File: config.mk
export PLATFORM = sky130hd
export DESIGN_NAME = bcd_scan_display
export DESIGN_NICKNAME = d
export VERILOG_FILES = /design/src/rtl/bcd_scan_display.sv
export SDC_FILE = /design/constraint.sdc
export NUM_CORES = 1
export LEC_CHECK = 0
export BUFFER_PORTS_ARGS = -buffer_cell sky130_fd_sc_hd__buf_2
export CAP_MARGIN = 20
export CORE_MARGIN = 2
export CORE_UTILIZATION = 54
export CTS_BUF_LIST = sky130_fd_sc_hd__clkbuf_16
export CTS_CLUSTER_DIAMETER = 30
export DETAILED_ROUTE_END_ITERATION = 16
export PLACE_DENSITY = 0.88
export SLEW_MARGIN = 5
export SYNTH_ARGS = -nofsm -noshare
export SYNTH_HDL_FRONTEND = slang
export SYNTH_SLANG_ARGS = --single-unit
File: constraint.sdc
create_clock -name clk -period 2.25 [get_ports clk]
set_clock_uncertainty 0.1 [all_clocks]
set_input_delay 0.45 -clock clk [delete_from_list [all_inputs] [get_ports clk]]
set_output_delay 0.45 -clock clk [all_outputs]
set_load 0.005 [all_outputs]
File: src/rtl/bcd_scan_display.sv
// Snapshots packed BCD digits on load and scans them onto a shared 7-segment bus.
// Optional feature: define LEADING_ZERO_BLANK_EN to blank leading zero digits.
module bcd_scan_display #(
    parameter int DIGITS   = 4,
    parameter int SCAN_DIV = 1000
) (
    input  logic                  clk,
    input  logic                  clr,
    input  logic [4*DIGITS-1:0]   bcd_in,
    input  logic                  load,
    output logic [6:0]            seg,
    output logic [DIGITS-1:0]     an,
    output logic                  frame,
    output logic                  err
);

    localparam int DW = (SCAN_DIV > 1) ? $clog2(SCAN_DIV) : 1;
    localparam int IW = (DIGITS > 1) ? $clog2(DIGITS) : 1;

    logic [4*DIGITS-1:0] snap;
    logic [DW-1:0]       div;
    logic [IW-1:0]       idx;
    logic                tick;
    logic                last;
    logic                bad_in;
    logic                blank;
    logic [3:0]          nib;
    logic [6:0]          seg_nxt;
    logic [DIGITS-1:0]   an_nxt;

    function automatic logic [6:0] decode(input logic [3:0] d);
        case (d)
            4'd0:    decode = 7'h3F;
            4'd1:    decode = 7'h06;
            4'd2:    decode = 7'h5B;
            4'd3:    decode = 7'h4F;
            4'd4:    decode = 7'h66;
            4'd5:    decode = 7'h6D;
            4'd6:    decode = 7'h7D;
            4'd7:    decode = 7'h07;
            4'd8:    decode = 7'h7F;
            4'd9:    decode = 7'h6F;
            default: decode = 7'h40;
        endcase
    endfunction

    assign tick = (div == DW'(SCAN_DIV - 1));
    assign last = (idx == IW'(DIGITS - 1));
    assign nib  = snap[4*int'(idx) +: 4];

    always_comb begin
        bad_in = 1'b0;
        for (int k = 0; k < DIGITS; k++) begin
            if (bcd_in[4*k +: 4] > 4'd9) bad_in = 1'b1;
        end
    end

`ifdef LEADING_ZERO_BLANK_EN
    // upper_zero[k]: nibbles k..DIGITS-1 are all zero (invalid nibbles are nonzero)
    logic [DIGITS:0] upper_zero;
    always_comb begin
        upper_zero         = '0;
        upper_zero[DIGITS] = 1'b1;
        for (int k = DIGITS - 1; k >= 0; k--) begin
            upper_zero[k] = upper_zero[k+1] && (snap[4*k +: 4] == 4'd0);
        end
        blank = (idx != '0) && upper_zero[idx];
    end
`else
    assign blank = 1'b0;
`endif

    always_comb begin
        seg_nxt = decode(nib);
        an_nxt  = DIGITS'(1) << idx;
        if (blank) begin
            seg_nxt = '0;
            an_nxt  = '0;
        end
    end

    always_ff @(posedge clk) begin
        if (clr) begin
            snap  <= '0;
            div   <= '0;
            idx   <= '0;
            err   <= 1'b0;
            seg   <= '0;
            an    <= '0;
            frame <= 1'b0;
        end else begin
            div <= tick ? '0 : div + DW'(1);
            if (tick) idx <= last ? '0 : idx + IW'(1);
            frame <= tick && last;
            if (load) snap <= bcd_in;
            if (load && bad_in) err <= 1'b1;
            // outputs come from pre-edge idx/snap, giving the 1-cycle display latency
            seg <= seg_nxt;
            an  <= an_nxt;
        end
    end

endmodule

==> key figures <==
Run status
  – Outcome: complete, no violations

Final layout
  – Commonest cells after routing, fill and taps aside: dfxtp_1, buf_2, nor2_1
  – Final #Nets: 236
  – Share of layout cells above drive strength 1: between 20% and 30%
  – Number of fill cells: 267
  – Fin cells: between 200 and 300
  – Commonest non-fill, non-tap cell in the layout: dfxtp_1
  – Multi-input logic area: approximately 880 sq um
  – P&R area growth vs syn: 16.69%
  – Register area: 820.8 sq um
  – N_diodes: 0

Timing
  – Worst Slack Setup Final: about 0.21 ns
  – Worst-Margin Slew: 0.5226 ns
  – Crit path time final: just over 2 ns
  – Max-slew violations: 0
  – Worst relative slew slack: 65.16%
  – RSZ-0062 raised after global routing: false
  – Period utilisation layout: just over 90%
  – Max Clk Rate: 0.4894 GHz
  – Worst hold slack: 0.3090 ns
  – Fin. Hold Viols: 0
  – Final setup fails: 0
  – Setup_tns: 0 ns

Synthesis
  – Synthesized cell area: 1792 sq um
  – Mean Syn Cell Area: approximately 10 sq um
  – Mapped Nets: about 210
  – Top_reg_cell synth: dfxtp_1
  – Sequential share of the synthesized area: 45.81%
  – Yosys reg bits: between 40 and 50
  – Fraction of registers with async set/reset: 0%
  – Warnings, synthesis: 0
  – Post-synth EDFFs: 0
  – Cells after Synth: 180
  – Synth cell types: 34

Place
  – Port buffer count: 31
  – GP Congestion: about 0.8
  – Pre-CTS setup slack: 0.2305 ns
  – Placed insts: roughly 250
  – Post-DP HPWL: between 2 and 2.5 mm

Floorplanning
  – Die H: 61.60 um
  – Core area: 3103 sq um
  – Ports: 32
  – Die ar.: 3795 sq um
  – Std-Cell Rows: 20
  – Initial Util: 57.74%
  – Die X: 61.60 um

Clock tree
  – Worst-Skew Late Latency: 0.28 ns
  – Num CTS Buffers: 5
  – Post-CTS setup buffer count: 0
  – Max Buffers Root-to-Sink: 2
  – Root Buffer: clkbuf_16
  – CTS tree: done
  – Hold_buf cts: 0
  – H-tree levels: 2
  – Clk pin slew, worst setup/hold paths: roughly 0.06 ns
  – Sink Count: a little over 40
  – Gates resized, CTS repair: 0

GRT
  – Initial antenna violation count: 0
  – Vias in the first global route: 1224
  – Largest net degree at the start of global routing: 32
  – Tot GR Track Use: a little over a fifth
  – Grt ovf: 0
  – First-pass GRT wire length: 5.706 mm

Setup path
  – Crit start category: register
  – Cell Chain, Critical Path: mux4_1 -> inv_1 -> ha_1 -> inv_1 -> a21oi_1 -> o21ai_1 -> a21oi_1
  – Arrival @ worst endpoint: 2.15 ns
  – Critical-path top delay cell: mux4_1
  – Setup CP Type: register to register
  – Slowest stage delay, CP: about 0.65 ns
  – Reg2reg end: seg[4]
  – Critical Path End Type: register
  – Reg2reg path depth: 7
  – Worst EP required: roughly 2.4 ns
  – Worst R2R Setup Slack: 0.21 ns
  – Crit Path Max Fanout: 7
  – Worst reg2reg startpoint: idx[0]

Drt
  – Initial drt markers: 81
  – Drt pass-1 iters: 4
  – Final ANT Viol Nets: 0
  – Met3 routed WL: 192 um
  – DRT met1 WL: 1.575 mm
  – Residual DRC: 0
  – Metal2 WL: about 1.6 mm
  – DR vias/cell: about 5.4
  – Routed WL: 3.402 mm
  – DR vias: 1367
  – DR top layer: met4
  – WL/cell: 13.39 um

Power and ir drop
  – Leak Pwr: between 0.0009 and 0.001 uW
  – PD cells: 759.1 nW/um^2
  – Max VDD drop: 0.4991 mV

Min path
  – Min-Delay Endpoint: snap[8]
  – Worst hold start: bcd_in[8]
  – Worst hold stages: 3
  – Hold crit path type: primary input to register

Flow run
  – Max_cap viols: 0
flip-flops by register name (all words and copies together), names as in the netlist:
signal  flops
an          4
err         1
idx         2
snap       16
seg         7
div        10
frame       1
synth_stat cells (4+ instances only):
library cell | instances | area, sq um
inv_1 | 4 | 15.01
clkbuf_1 | 4 | 15.01
o21ai_0 | 9 | 45.04
nor3_1 | 6 | 30.03
nor2_1 | 28 | 105.1
buf_2 | 4 | 20.02
mux2i_1 | 19 | 190.2
ha_1 | 8 | 100.1
dfxtp_1 | 41 | 820.8
nor3b_1 | 4 | 30.03
nand3_1 | 5 | 25.02
a21oi_1 | 10 | 50.05
nand2_1 | 6 | 22.52
worst max path at each step:
stage	startpoint	endpoint
3_3_place_gp	idx[0]	seg[4]
3_5_place_dp	idx[0]	seg[4]
2_1_floorplan	idx[0]	seg[4]
5_1_grt	idx[0]	seg[5]
4_1_cts	idx[0]	seg[4]
6_report	idx[0]	seg[4]
through the flow:
stage | instance area (sq um) | util (%) | total power (uW)
detailed placement | 1952 | 62.90 | 933.2
finish | 2091 | 67.38 | 1587
global route | 2091 | 67.38 | 1656
global placement | 1952 | 62.90 | 925.4
floorplan | 1792 | - | 885.6
CTS | 2091 | 67.38 | 1604
cell families after synthesis:
logic type	count (synthesis)	share of synthesized area (%)
buffers and inverters	17	5.237
adder cells (fa/ha/maj)	8	5.587
AO/OA/AOI/OAI	25	7.612
XOR/XNOR	5	2.445
flip-flops	41	45.81
multiplexers	23	16.27
AND/OR/NAND/NOR	61	17.04
report_power, final:
part / total, uW / internal [uW] / switching [uW]
sequential: 779 / 763 / 15.8
combinational: 141 / 65.6 / 75.2
clock: 668 / 402 / 266
total: 1590 / 1230 / 357
layer usage:
layer  GRT usage [%]  vias to the layer above
met5               0                        -
met4           7.903                        0
met3           6.933                        6
met2           31.73                       41
met1           28.21                      634
li1                -                      686
area by class of cell:
class	count	share of cell area [%]
Timing Repair Buffer	34	8.498
Clock buffer	5	5.984
Inverter	5	1.017
Tap cell	44	2.633
Multi-Input combinational cell	122	41.95
Clock inverter	3	0.6583
Sequential cell	41	39.26
critical path: cells and delay by family (launching register included):
| family | cells | cell delay, ns |
|---|---|---|
| AO/OA/AOI/OAI | 3 | 0.34 |
| multiplexers | 1 | 0.65 |
| flip-flops | 1 | 0.47 |
| buffers and inverters | 2 | 0.22 |
| adder cells (fa/ha/maj) | 1 | 0.17 |
Power figures use the tool's default switching activity.
